$ cat src/rtl/dtw_pkg.sv
// Shared definitions for the DTW band reader: reader FSM state encoding
// and default datapath dimensions.
package dtw_pkg;

  localparam int DTW_WIDTH = 8;
  localparam int DTW_R     = 2;
  localparam int DTW_LEN_W = 16;

  typedef enum logic [2:0] {
    IDLE = 3'd0,
    FILL = 3'd1,
    WAIT = 3'd2,
    EMIT = 3'd3,
    DONE = 3'd4
  } dtw_rd_state_t;

endpackage

$ cat src/rtl/dtw_tap_window.sv
// Sliding window of TAPS samples. tap0 (newest) sits in the low WIDTH bits;
// a shift pushes din into tap0 and moves every older tap up by one slot.
module dtw_tap_window
  import dtw_pkg::*;
#(
  parameter int WIDTH = DTW_WIDTH,
  parameter int TAPS  = DTW_R + 1
) (
  input  logic                  clk,
  input  logic                  rst,
  input  logic                  clr,
  input  logic                  shift_en,
  input  logic [WIDTH-1:0]      din,
  output logic [TAPS*WIDTH-1:0] taps
);

  logic [TAPS*WIDTH-1:0] taps_q;
  logic [TAPS*WIDTH-1:0] taps_d;
  logic [TAPS*WIDTH-1:0] shifted;

  // A single-tap window degenerates to a plain register.
  generate
    if (TAPS == 1) begin : g_single
      assign shifted = din;
    end else begin : g_multi
      assign shifted = {taps_q[(TAPS-1)*WIDTH-1:0], din};
    end
  endgenerate

  // Next-window selection: clear wins over shift.
  always_comb begin
    taps_d = taps_q;
    if (clr) begin
      taps_d = '0;
    end else if (shift_en) begin
      taps_d = shifted;
    end
  end

  // Tap storage; reset empties the window.
  always_ff @(posedge clk) begin
    if (rst) begin
      taps_q <= '0;
    end else begin
      taps_q <= taps_d;
    end
  end

  assign taps = taps_q;

endmodule

$ cat src/rtl/dtw_band_reader.sv
// Consumer end of the DTW delay-line buffer. Reads one sample per window
// (FILL issues the strobe, WAIT captures the data returned a cycle later),
// then offers the R+1 newest samples downstream over valid/ready.
// Optional build macro: DTW_BAND_READER_STATS_EN adds a saturating stall
// counter output (stall_cnt).
module dtw_band_reader
  import dtw_pkg::*;
#(
  parameter int WIDTH = DTW_WIDTH,
  parameter int R     = DTW_R,
  parameter int LEN_W = DTW_LEN_W
) (
  input  logic                   clk,
  input  logic                   rst,
  input  logic                   start,
  input  logic [LEN_W-1:0]       seq_len,
  input  logic                   src_empty,
  input  logic [WIDTH-1:0]       src_data,
  output logic                   src_rd,
  output logic                   win_valid,
  input  logic                   win_ready,
  output logic [(R+1)*WIDTH-1:0] win_data,
  output logic [LEN_W-1:0]       win_idx,
  output logic                   busy,
  output logic                   done
`ifdef DTW_BAND_READER_STATS_EN
  ,
  output logic [15:0]            stall_cnt
`endif
);

  localparam logic [2:0] ST_IDLE = IDLE;
  localparam logic [2:0] ST_FILL = FILL;
  localparam logic [2:0] ST_WAIT = WAIT;
  localparam logic [2:0] ST_EMIT = EMIT;
  localparam logic [2:0] ST_DONE = DONE;

  logic [2:0]       state_q,   state_d;
  logic [LEN_W-1:0] len_q,     len_d;
  logic [LEN_W-1:0] count_q,   count_d;
  logic [LEN_W-1:0] win_idx_q, win_idx_d;
  logic [LEN_W-1:0] last_idx;
  logic             tap_clr;
  logic             tap_shift;

  assign last_idx = len_q - LEN_W'(1);

  // Sequencing: one read, one capture, one window per sample.
  always_comb begin
    state_d   = state_q;
    len_d     = len_q;
    count_d   = count_q;
    win_idx_d = win_idx_q;
    tap_clr   = 1'b0;
    tap_shift = 1'b0;
    case (state_q)
      ST_IDLE: begin
        if (start) begin
          if (seq_len != '0) begin
            len_d   = seq_len;
            count_d = '0;
            tap_clr = 1'b1;
            state_d = ST_FILL;
          end else begin
            state_d = ST_DONE;
          end
        end
      end
      ST_FILL: begin
        if (!src_empty) begin
          state_d = ST_WAIT;
        end
      end
      ST_WAIT: begin
        tap_shift = 1'b1;
        win_idx_d = count_q;
        // Hold at the last index so the counter never passes len-1.
        if (count_q != last_idx) begin
          count_d = count_q + LEN_W'(1);
        end
        state_d = ST_EMIT;
      end
      ST_EMIT: begin
        if (win_ready) begin
          state_d = (win_idx_q == last_idx) ? ST_DONE : ST_FILL;
        end
      end
      ST_DONE: begin
        state_d = ST_IDLE;
      end
      default: begin
        state_d = ST_IDLE;
      end
    endcase
  end

  // Control state and counters; reset abandons any read in flight.
  always_ff @(posedge clk) begin
    if (rst) begin
      state_q   <= ST_IDLE;
      len_q     <= '0;
      count_q   <= '0;
      win_idx_q <= '0;
    end else begin
      state_q   <= state_d;
      len_q     <= len_d;
      count_q   <= count_d;
      win_idx_q <= win_idx_d;
    end
  end

  dtw_tap_window #(
    .WIDTH (WIDTH),
    .TAPS  (R + 1)
  ) u_taps (
    .clk      (clk),
    .rst      (rst),
    .clr      (tap_clr),
    .shift_en (tap_shift),
    .din      (src_data),
    .taps     (win_data)
  );

  assign src_rd    = (state_q == ST_FILL) && !src_empty;
  assign win_valid = (state_q == ST_EMIT);
  assign win_idx   = win_idx_q;
  assign busy      = (state_q != ST_IDLE);
  assign done      = (state_q == ST_DONE);

`ifdef DTW_BAND_READER_STATS_EN
  logic [15:0] stall_cnt_q, stall_cnt_d;
  logic        stall_cycle;

  // Count cycles lost to an empty source or a stalled consumer.
  always_comb begin
    stall_cycle = ((state_q == ST_FILL) && src_empty) ||
                  ((state_q == ST_EMIT) && !win_ready);
    stall_cnt_d = stall_cnt_q;
    if ((state_q == ST_IDLE) && start) begin
      stall_cnt_d = '0;
    end else if (stall_cycle && (stall_cnt_q != 16'hFFFF)) begin
      stall_cnt_d = stall_cnt_q + 16'd1;
    end
  end

  // Stall counter register.
  always_ff @(posedge clk) begin
    if (rst) begin
      stall_cnt_q <= '0;
    end else begin
      stall_cnt_q <= stall_cnt_d;
    end
  end

  assign stall_cnt = stall_cnt_q;
`endif

endmodule

$ cat config.mk
export PLATFORM = sky130hd
export DESIGN_NAME = dtw_band_reader
export DESIGN_NICKNAME = d
export VERILOG_FILES = /design/src/rtl/dtw_pkg.sv /design/src/rtl/dtw_tap_window.sv /design/src/rtl/dtw_band_reader.sv
export SDC_FILE = /design/constraint.sdc
export NUM_CORES = 1
export LEC_CHECK = 0
export CAP_MARGIN = 25
export CORE_UTILIZATION = 53
export CTS_CLUSTER_DIAMETER = 60
export DETAILED_ROUTE_END_ITERATION = 16
export PLACE_DENSITY_LB_ADDON = 0.2
export SYNTH_ARGS = -nofsm -noshare
export SYNTH_HDL_FRONTEND = slang
export SYNTH_SLANG_ARGS = --single-unit
$ cat constraint.sdc
create_clock -name clk -period 3.7 [get_ports clk]
set_input_delay 0.74 -clock clk [delete_from_list [all_inputs] [get_ports clk]]
set_output_delay 0.74 -clock clk [all_outputs]
set_load 0.005 [all_outputs]
### Yosys cells after proc, flatten, opt, wreduce, memory -nomap -nowiden

Index checks and enable logic that the tools add are counted.

* register bits: 75
* output and inout port bits: 44
* logic and storage cells: 42

* $add $sub $neg: 2
* equality and inequality tests: 11
* multiplexer cells: 14
* reductions and logical operators: 10

Operators by type and width (number)
* $mux W16: 3
* $pmux W16 S2: 1
* $add A16 B1 Y16 const B: 1
* $eq A16 B16 Y1: 1
* $ne A16 B16 Y1: 1
* $reduce_bool A16 Y1: 1
* $sub A16 B1 Y16 const B: 1
* $mux W3: 5
* $pmux W3 S4: 1
* $ne A2 B2 Y1 const B: 4
* $eq A3 B2 Y1 const B: 2
* $reduce_and A3 Y1: 2
* $mux W1: 4
* $reduce_and A4 Y1: 1
* $eq A3 B1 Y1 const B: 1
* $eq A3 B3 Y1 const B: 1
* $logic_not A3 Y1: 1
* $reduce_bool A3 Y1: 1
* $ne A2 B1 Y1 const B: 1
* $reduce_bool A2 Y1: 1
* $reduce_or A2 Y1: 1
* $logic_and A1 B1 Y1: 1
* $logic_not A1 Y1: 1

### Logic depth before layout (Yosys ltp)

Gate-level depths: netlist of the first run.

* word-level depth: 5
* depth in mapped cells: 13

### Hierarchy

From an unflattened synthesis of the first run, not the netlist that was laid out.

* cell total of the unflattened synthesis: 485
* area total of the unflattened synthesis: 4023.9 um^2

By module, submodules not included
* dtw_band_reader: times used 1, cells an instance 406, area an instance 3156.8 um^2, sequential area each 1021.0 um^2
* dtw_tap_window: times used 1, cells an instance 79, area an instance 867.1 um^2, sequential area each 480.5 um^2

### Least setup slack after synthesis of the first run

Ideal clock, no wire load.

* path kind: reg2reg
* start: register len_q[0]
* end: register count_q[12]
* setup time: 72 ps
* arrival time: 3122 ps
* path slack: 507 ps
* cell stages (with the launch flop): 14
* buffers on the path: 3
* cell sequence: dfxtp_1 buf_6 inv_1 ha_1 or3b_1 clkbuf_1 nor4_4 xnor2_1 o21ai_0 nor4b_1 a21o_1 buf_6 or3_1 mux2i_1

* longest elaborated chain between the ends: 4

RTL lines
* start, declared: line dtw_band_reader.sv:39 `logic [LEN_W-1:0] len_q, len_d;`
* start signal, assigned: line dtw_band_reader.sv:106 `len_q <= len_d;`
* $sub A16 B1 Y16: line dtw_band_reader.sv:46 `assign last_idx = len_q - LEN_W'(1);`
* $ne A16 B16 Y1: line dtw_band_reader.sv:78 `if (count_q != last_idx) begin`
* $ne A2 B2 Y1 (no source line)
* $reduce_and A4 Y1 (no source line)
* end signal, assigned: line dtw_band_reader.sv:107 `count_q <= count_d;`
* end, declared: line dtw_band_reader.sv:40 `logic [LEN_W-1:0] count_q, count_d;`

No other way between the ends.
A chain may end at the register's enable or synchronous reset.

### Worst setup path after layout of the first run

Ends and elaborated chain as after synthesis.

==> results of run 1 <==
[registers in the layout, indices dropped and copies added, names as in the netlist]
| signal | flops |
|---|---|
| count_q | 16 |
| len_q | 16 |
| state_q | 3 |
| u_taps.taps | 24 |
| win_idx | 16 |
[final cells by class]
cell class              instances  area share, %
multi-input cells             393          45.64
flip-flops and latches         75          29.73
repair buffers                 84          16.06
clock inverters                 7          2.924
clock buffers                   9          2.453
well taps                      99          2.453
inverters                      10         0.7433
[cell families after synthesis]
family / after synthesis / synth area share, %
AO/OA/AOI/OAI: 99 / 14.26
AND/OR/NAND/NOR: 246 / 30.73
flip-flops: 75 / 37.03
XOR/XNOR: 39 / 9.441
multiplexers: 7 / 1.728
adder cells (fa/ha/maj): 2 / 0.6170
buffers and inverters: 55 / 6.202
[synthesized netlist by cell type, types with 3 or more instances]
cell,count,share of area [%]
nand2b_1,3,0.46
nand4_1,13,2.0
nor2_1,18,1.7
nor2b_1,5,0.77
buf_6,3,0.83
clkbuf_2,3,0.37
nor4b_1,3,0.65
nor4_1,6,0.93
xor2_1,13,2.8
nor3_1,8,0.99
xnor3_1,3,1.7
or4_1,3,0.56
buf_2,3,0.37
xnor2_1,23,5.0
and4_1,3,0.65
o21ai_0,7,0.86
nand2_1,132,12
dfxtp_1,75,37
clkbuf_1,32,3.0
inv_1,10,0.93
and3_1,7,1.1
or3_1,10,1.5
nor4_4,3,1.6
a211oi_1,6,1.1
mux2i_1,7,1.7
nor3b_1,5,0.93
buf_4,4,0.74
nand3_1,13,1.6
a31oi_1,3,0.46
a21oi_1,64,7.9
[power by group]
| part | total [mW] | switching, mW | internal, mW |
|---|---|---|---|
| registers | 0.888 | 0.0542 | 0.834 |
| clock network | 0.848 | 0.325 | 0.523 |
| logic | 0.574 | 0.337 | 0.237 |
| total | 2.31 | 0.716 | 1.59 |
[critical path, cell delays in order (launching register included)]
cell and delay (ps):
dfxtp_1 390, or4_1 720, nor4_4 400, o32ai_1 130, or4_4 530, nor4_4 330
a21o_1 350, or3_1 180, mux2i_1 190
[metrics by stage]
stage                     total power [mW]  util, %  setup WS, ps  instance area, um^2  instances
after floorplan                      1.322        -         506.7                 4055        523
after global placement               1.457    65.18         233.4                 4778        661
after detailed placement             1.468    65.18         130.8                 4778        661
after CTS                            2.308    68.89         439.1                 5050        677
after global routing                 2.416    68.89         229.7                 5050        677
final                                2.310    68.89         390.3                 5050        677
[per-layer routing]
metal	share of wire (%)	wire, um
met1	44	4717
met2	47	5041
met3	6.6	708
met4	2.0	216
met5	0	0
[worst max-delay path by stage]
| stage | from | endpoint | slack, ps | cells past startpoint |
|---|---|---|---|---|
| after floorplan | len_q[0]$_SDFFE_PP0P_ | count_q[12]$_SDFFE_PP0P_ | 510 | 13 |
| after global routing | len_q[0]$_SDFFE_PP0P_ | count_q[13]$_SDFFE_PP0P_ | 230 | 10 |
| after global placement | seq_len[2] | count_q[12]$_SDFFE_PP0P_ | 230 | 9 |
| final | len_q[0]$_SDFFE_PP0P_ | count_q[12]$_SDFFE_PP0P_ | 390 | 8 |
| after CTS | len_q[0]$_SDFFE_PP0P_ | count_q[12]$_SDFFE_PP0P_ | 440 | 8 |
| after detailed placement | seq_len[2] | count_q[12]$_SDFFE_PP0P_ | 130 | 9 |
[layout by cell type (no fill, tap or decap), types with 10 or more instances in the layout]
cell type          n
nand3_1           13
clkdlybuf4s50_1   72
buf_4             12
dfxtp_1           75
or3_1             10
a21oi_1           64
nor2_1            18
inv_1             10
nand2_1          132
xor2_1            13
xnor2_1           23
nand4_1           13
==> impl_metrics.json, run 1 <==
{
  "run_status": "complete, no violations",
  "timing.fmax_mhz": 302.1,
  "h_tree_lvls": 3,
  "critPathLaunchType": "flop",
  "crit_required_ps": 3980,
  "clock_input_transition_at_the_sequential_cells_of_the_worst_setup_and_hold_paths_ps": 80,
  "maximum_vdd_drop_uv": 314.8,
  "route.antenna.remaining_nets": 0,
  "routed_via_density": 5.742,
  "numClockSinks": 75,
  "hold_viol_final": 0,
  "routed_wl_um": 10680,
  "gpl.final_weighted_congestion": 0.8884,
  "row_count": 31,
  "die_height_um": 89.47,
  "grt_use_met3_pct": 7.756,
  "fillerInstances": 614,
  "finalWorstPathRequiredPeriod_ps": 3310,
  "drv.max_cap_violation_count": 0,
  "cts_inserted_buffers": 9,
  "power-per-cell-area_nw_per_um2": 457.4,
  "reg2reg_from": "len_q[0]$_SDFFE_PP0P_",
  "gates_resized_cts_repair": 0,
  "synth_cell_types": 55,
  "max-slew-margin-rel_pct": 41.91,
  "worstHoldPathCells": 2,
  "global_route.usage.met2_pct": 47.47,
  "total_track_usage_pct": 28.21,
  "io_buffer_count": 72,
  "count_of_synthesis_stage_warnings_from_yosys": 0,
  "cts_tree": "yes",
  "route.detailed.drc": 0,
  "hold_path_end": "u_taps.taps[22]$_SDFFE_PP0P_",
  "critical_path_peak_fanout": 10,
  "i_o_pins": 73,
  "nNetsFinal": 604,
  "fin_hold_ws_ps": 454.5,
  "post_synth_edffs": 0,
  "share_of_async_settable_or_async_resettable_flops_after_synthesis_pct": 0,
  "post_drt_wl_per_cell_um": 15.78,
  "multiInputGateArea_um2": 2305,
  "fp.dieArea_um2": 8005,
  "number_of_cells_on_the_worst_reg_to_reg_path": 8,
  "clock-root-buffer": "clkbuf_8",
  "leakage_dissipation_nw": 1.749,
  "synth.ff_latch_count": 75,
  "critical_path.reg2reg.endpoint": "count_q[12]$_SDFFE_PP0P_",
  "setup-violations-final": 0,
  "rsz0062_at_grt": "no",
  "setup_total_negative_slack_ps": 0,
  "syn_area_per_cell_um2": 7.754,
  "syn2layout_area_growth_pct": 24.53,
  "area_of_the_mapped_netlist_um2": 4055,
  "yosysSeqAreaShare_pct": 37.03,
  "place_hpwl_um": 7624,
  "grt_start_max_net_pins": 45,
  "cts_hold_repair_buffers": 0,
  "clock_skew_ps": 9.128,
  "grt_pass1_vias": 3607,
  "timing.setup.critical_path_class": "reg -> reg",
  "yosys_most_used_dff": "dfxtp_1",
  "r2r_setup_slack_ps": 390,
  "floorplan.core_area_um2": 7331,
  "layout-drive-gt1-share_pct": 7.439,
  "post_synth_inst_count": 523,
  "globalRoute.totalOverflow": 0,
  "drt_first_pass_iters": 5,
  "insertion_delay_ps": 360,
  "initial_utilization_pct": 55.32,
  "cts_post_setup_buffers_inserted": 0,
  "clk_path_buf_depth": 2,
  "ff_latch_area_um2": 1501,
  "worstHoldStart": "u_taps.taps[22]$_SDFFE_PP0P_",
  "holdCritPathClass": "reg -> reg",
  "drt_iter0_drc": 285,
  "type_of_element_capturing_the_critical_path": "flop",
  "min_period_over_period_pct": 89.45,
  "vias": 3887,
  "max_slew.worst_pin.slew_ps": 871.3,
  "antennaDiodeCount": 0,
  "globalRoute.busiestLayer": "met2",
  "slew_viol_final": 0,
  "syn-num-nets": 554,
  "dieWidth_um": 89.47,
  "worst_ep_arrival_time_ps": 3590,
  "grtUsageMet1_pct": 34.68,
  "grt_first_pass_wirelength_um": 17080,
  "initial_antenna_violation_count": 0
}
No activity file was read; power rests on OpenSTA's default activity.
==> inputs of run 2 (changes only) <==
CORE_MARGIN = 3   (was unset)
==> run 2 against run 1 <==
- cell area is 0.30% lower
- via count up 0.62%
- cell count increased by 0.15%
- critical path depth up 2
- wire length is 5.5% higher
- hold slack improved by 4.5 ps
- non-clock buffer count rose by 1
- clock skew grew 4.8 ps
==> impl_metrics.json, run 2 (synthesized netlist as in run 1, its figures left out) <==
{
  "drt_iter0_drc": 296,
  "holdCritPathClass": "reg -> reg",
  "highest_layer": "met4",
  "numClockSinks": 75,
  "r2r_setup_slack_ps": 410,
  "timing.fmax_mhz": 304.4,
  "clock_input_transition_at_the_sequential_cells_of_the_worst_setup_and_hold_paths_ps": 80,
  "cts_hold_repair_buffers": 0,
  "gpl.final_weighted_congestion": 0.9287,
  "worst_ep_arrival_time_ps": 3570,
  "grt_start_max_net_pins": 45,
  "initial_utilization_pct": 55.32,
  "finalWorstPathRequiredPeriod_ps": 3285,
  "critical_path.reg2reg.endpoint": "count_q[13]$_SDFFE_PP0P_",
  "crit_required_ps": 3980,
  "route.detailed.drc": 0,
  "setup-violations-final": 0,
  "routed_via_density": 5.768,
  "slew_viol_final": 0,
  "design_area_um2": 5035,
  "leakage_dissipation_nw": 1.744,
  "rsz0062_at_grt": "no",
  "grt_pass1_vias": 3870,
  "total_track_usage_pct": 27.63,
  "nNetsFinal": 605,
  "hold_viol_final": 0,
  "die_height_um": 93.47,
  "grt_first_pass_wirelength_um": 18970,
  "m1WireLength_um": 4926,
  "h_tree_lvls": 3,
  "post_drt_wl_per_cell_um": 16.63,
  "reg2reg_from": "len_q[0]$_SDFFE_PP0P_",
  "layout_common_cells": "132 x nand2_1, 75 x dfxtp_1, 72 x clkdlybuf4s50_1",
  "flip_flop_count_of_the_largest_register_after_layout": 24,
  "antennaDiodeCount": 0,
  "type_of_element_capturing_the_critical_path": "flop",
  "route.antenna.remaining_nets": 0,
  "clock-root-buffer": "clkbuf_8",
  "fin_hold_ws_ps": 459.0,
  "layout-drive-gt1-share_pct": 7.599,
  "vias": 3911,
  "met3RoutedLength_um": 764,
  "min_period_over_period_pct": 88.79,
  "hold_path_end": "u_taps.taps[19]$_SDFFE_PP0P_",
  "wl_met2_um": 5362,
  "cts_tree": "yes",
  "routed_wl_um": 11270,
  "internal_power_mw": 1.542,
  "place_hpwl_um": 8027,
  "p_switching_mw": 0.7129,
  "insertion_delay_ps": 360,
  "timing.setup.critical_path_class": "reg -> reg",
  "clk_path_buf_depth": 2,
  "power-per-cell-area_nw_per_um2": 447.8,
  "clock_skew_ps": 13.91,
  "part_of_the_total_power_dissipated_in_sequential_elements_pct": 39.4,
  "number_of_cells_on_the_worst_reg_to_reg_path": 10,
  "setup_total_negative_slack_ps": 0,
  "run_status": "complete, no violations",
  "cts_inserted_buffers": 9,
  "dieWidth_um": 93.47,
  "critical_path_peak_fanout": 10,
  "initial_antenna_violation_count": 0,
  "gates_resized_cts_repair": 0,
  "worstHoldStart": "u_taps.taps[19]$_SDFFE_PP0P_",
  "pwr-share-clk_pct": 34.9,
  "first_element_of_the_critical_path": "len_q[0]$_SDFFE_PP0P_",
  "i_o_pins": 73,
  "cts_post_setup_buffers_inserted": 0,
  "drt_first_pass_iters": 5,
  "row_count": 31,
  "maximum_vdd_drop_uv": 428.1,
  "io_buffer_count": 72,
  "placed_cell_area_um2": 4786,
  "fp.dieArea_um2": 8737,
  "globalRoute.totalOverflow": 0,
  "critPathLaunchType": "flop",
  "syn2layout_area_growth_pct": 24.16,
  "final_common_cell": "nand2_1",
  "floorplan.core_area_um2": 7331,
  "drv.max_cap_violation_count": 0,
  "max_slew.worst_pin.slew_ps": 671.7,
  "power.share.combinational_pct": 25.8,
  "worstHoldPathCells": 2,
  "power.share.switching_pct": 31.62,
  "max-slew-margin-rel_pct": 54.81
}
[run 2: cell types whose count changed in the layout (fill, tap and decap cells not counted)]
cell | before | now
buf_4 | 12 | 13
clkbuf_8 | 9 | 10
clkinv_2 | 0 | 1
inv_8 | 1 | 0
bufinv_16 | 4 | 3
[run 2: worst max-delay path by stage]
stage | to | slack [ps] | cells past startpoint
after global placement | count_q[12]$_SDFFE_PP0P_ | 260 | 9
after CTS | count_q[13]$_SDFFE_PP0P_ | 420 | 10
after global routing | count_q[13]$_SDFFE_PP0P_ | 120 | 10
final | count_q[13]$_SDFFE_PP0P_ | 410 | 10
after floorplan | count_q[12]$_SDFFE_PP0P_ | 510 | 13
after detailed placement | count_q[12]$_SDFFE_PP0P_ | 90 | 9
[run 2: per-stage QoR]
stage	setup slack (ps)	instances	power, mW	utilization, %
2_1_floorplan	506.7	523	1.322	-
3_3_place_gp	256.2	662	1.468	65.28
3_5_place_dp	94.80	662	1.478	65.28
4_1_cts	423.4	678	2.260	68.68
5_1_grt	122.8	678	2.365	68.68
6_report	414.9	678	2.255	68.68
[run 2: worst max-delay path, cell delays in order (launching register included)]
cell,delay [ps]
dfxtp_1,390
inv_1,100
ha_1,210
or3b_1,510
nor4_1,580
nand2_1,110
nand4_1,180
nor4_4,80
a21o_1,270
or4_2,630
a21oi_1,160
[run 2: per-layer routing]
metal	track usage, %	vias to the layer above
met5	0	-
met4	9.890	0
met3	7.160	23
met2	44.73	149
met1	35.42	1837
li1	-	1902
[run 2: power by group through the flow]
| stage | Clock, mW | Combinational [mW] | Sequential, mW |
|---|---|---|---|
| finish | 0.786 | 0.581 | 0.888 |
| detailed placement | 0 | 0.572 | 0.906 |
| global placement | 0 | 0.563 | 0.905 |
| CTS | 0.797 | 0.576 | 0.888 |
| global route | 0.832 | 0.638 | 0.896 |
| floorplan | 0 | 0.453 | 0.869 |
[run 2: final cells by class]
class                      count  area, um^2
multi-input combinational    393        2305
fill                         626        2296
sequential                    75        1501
timing repair buffer          85       818.3
clock buffer                  10       137.6
tap                           99       123.9
clock inverter                 6       111.4
inverter                      10       37.54
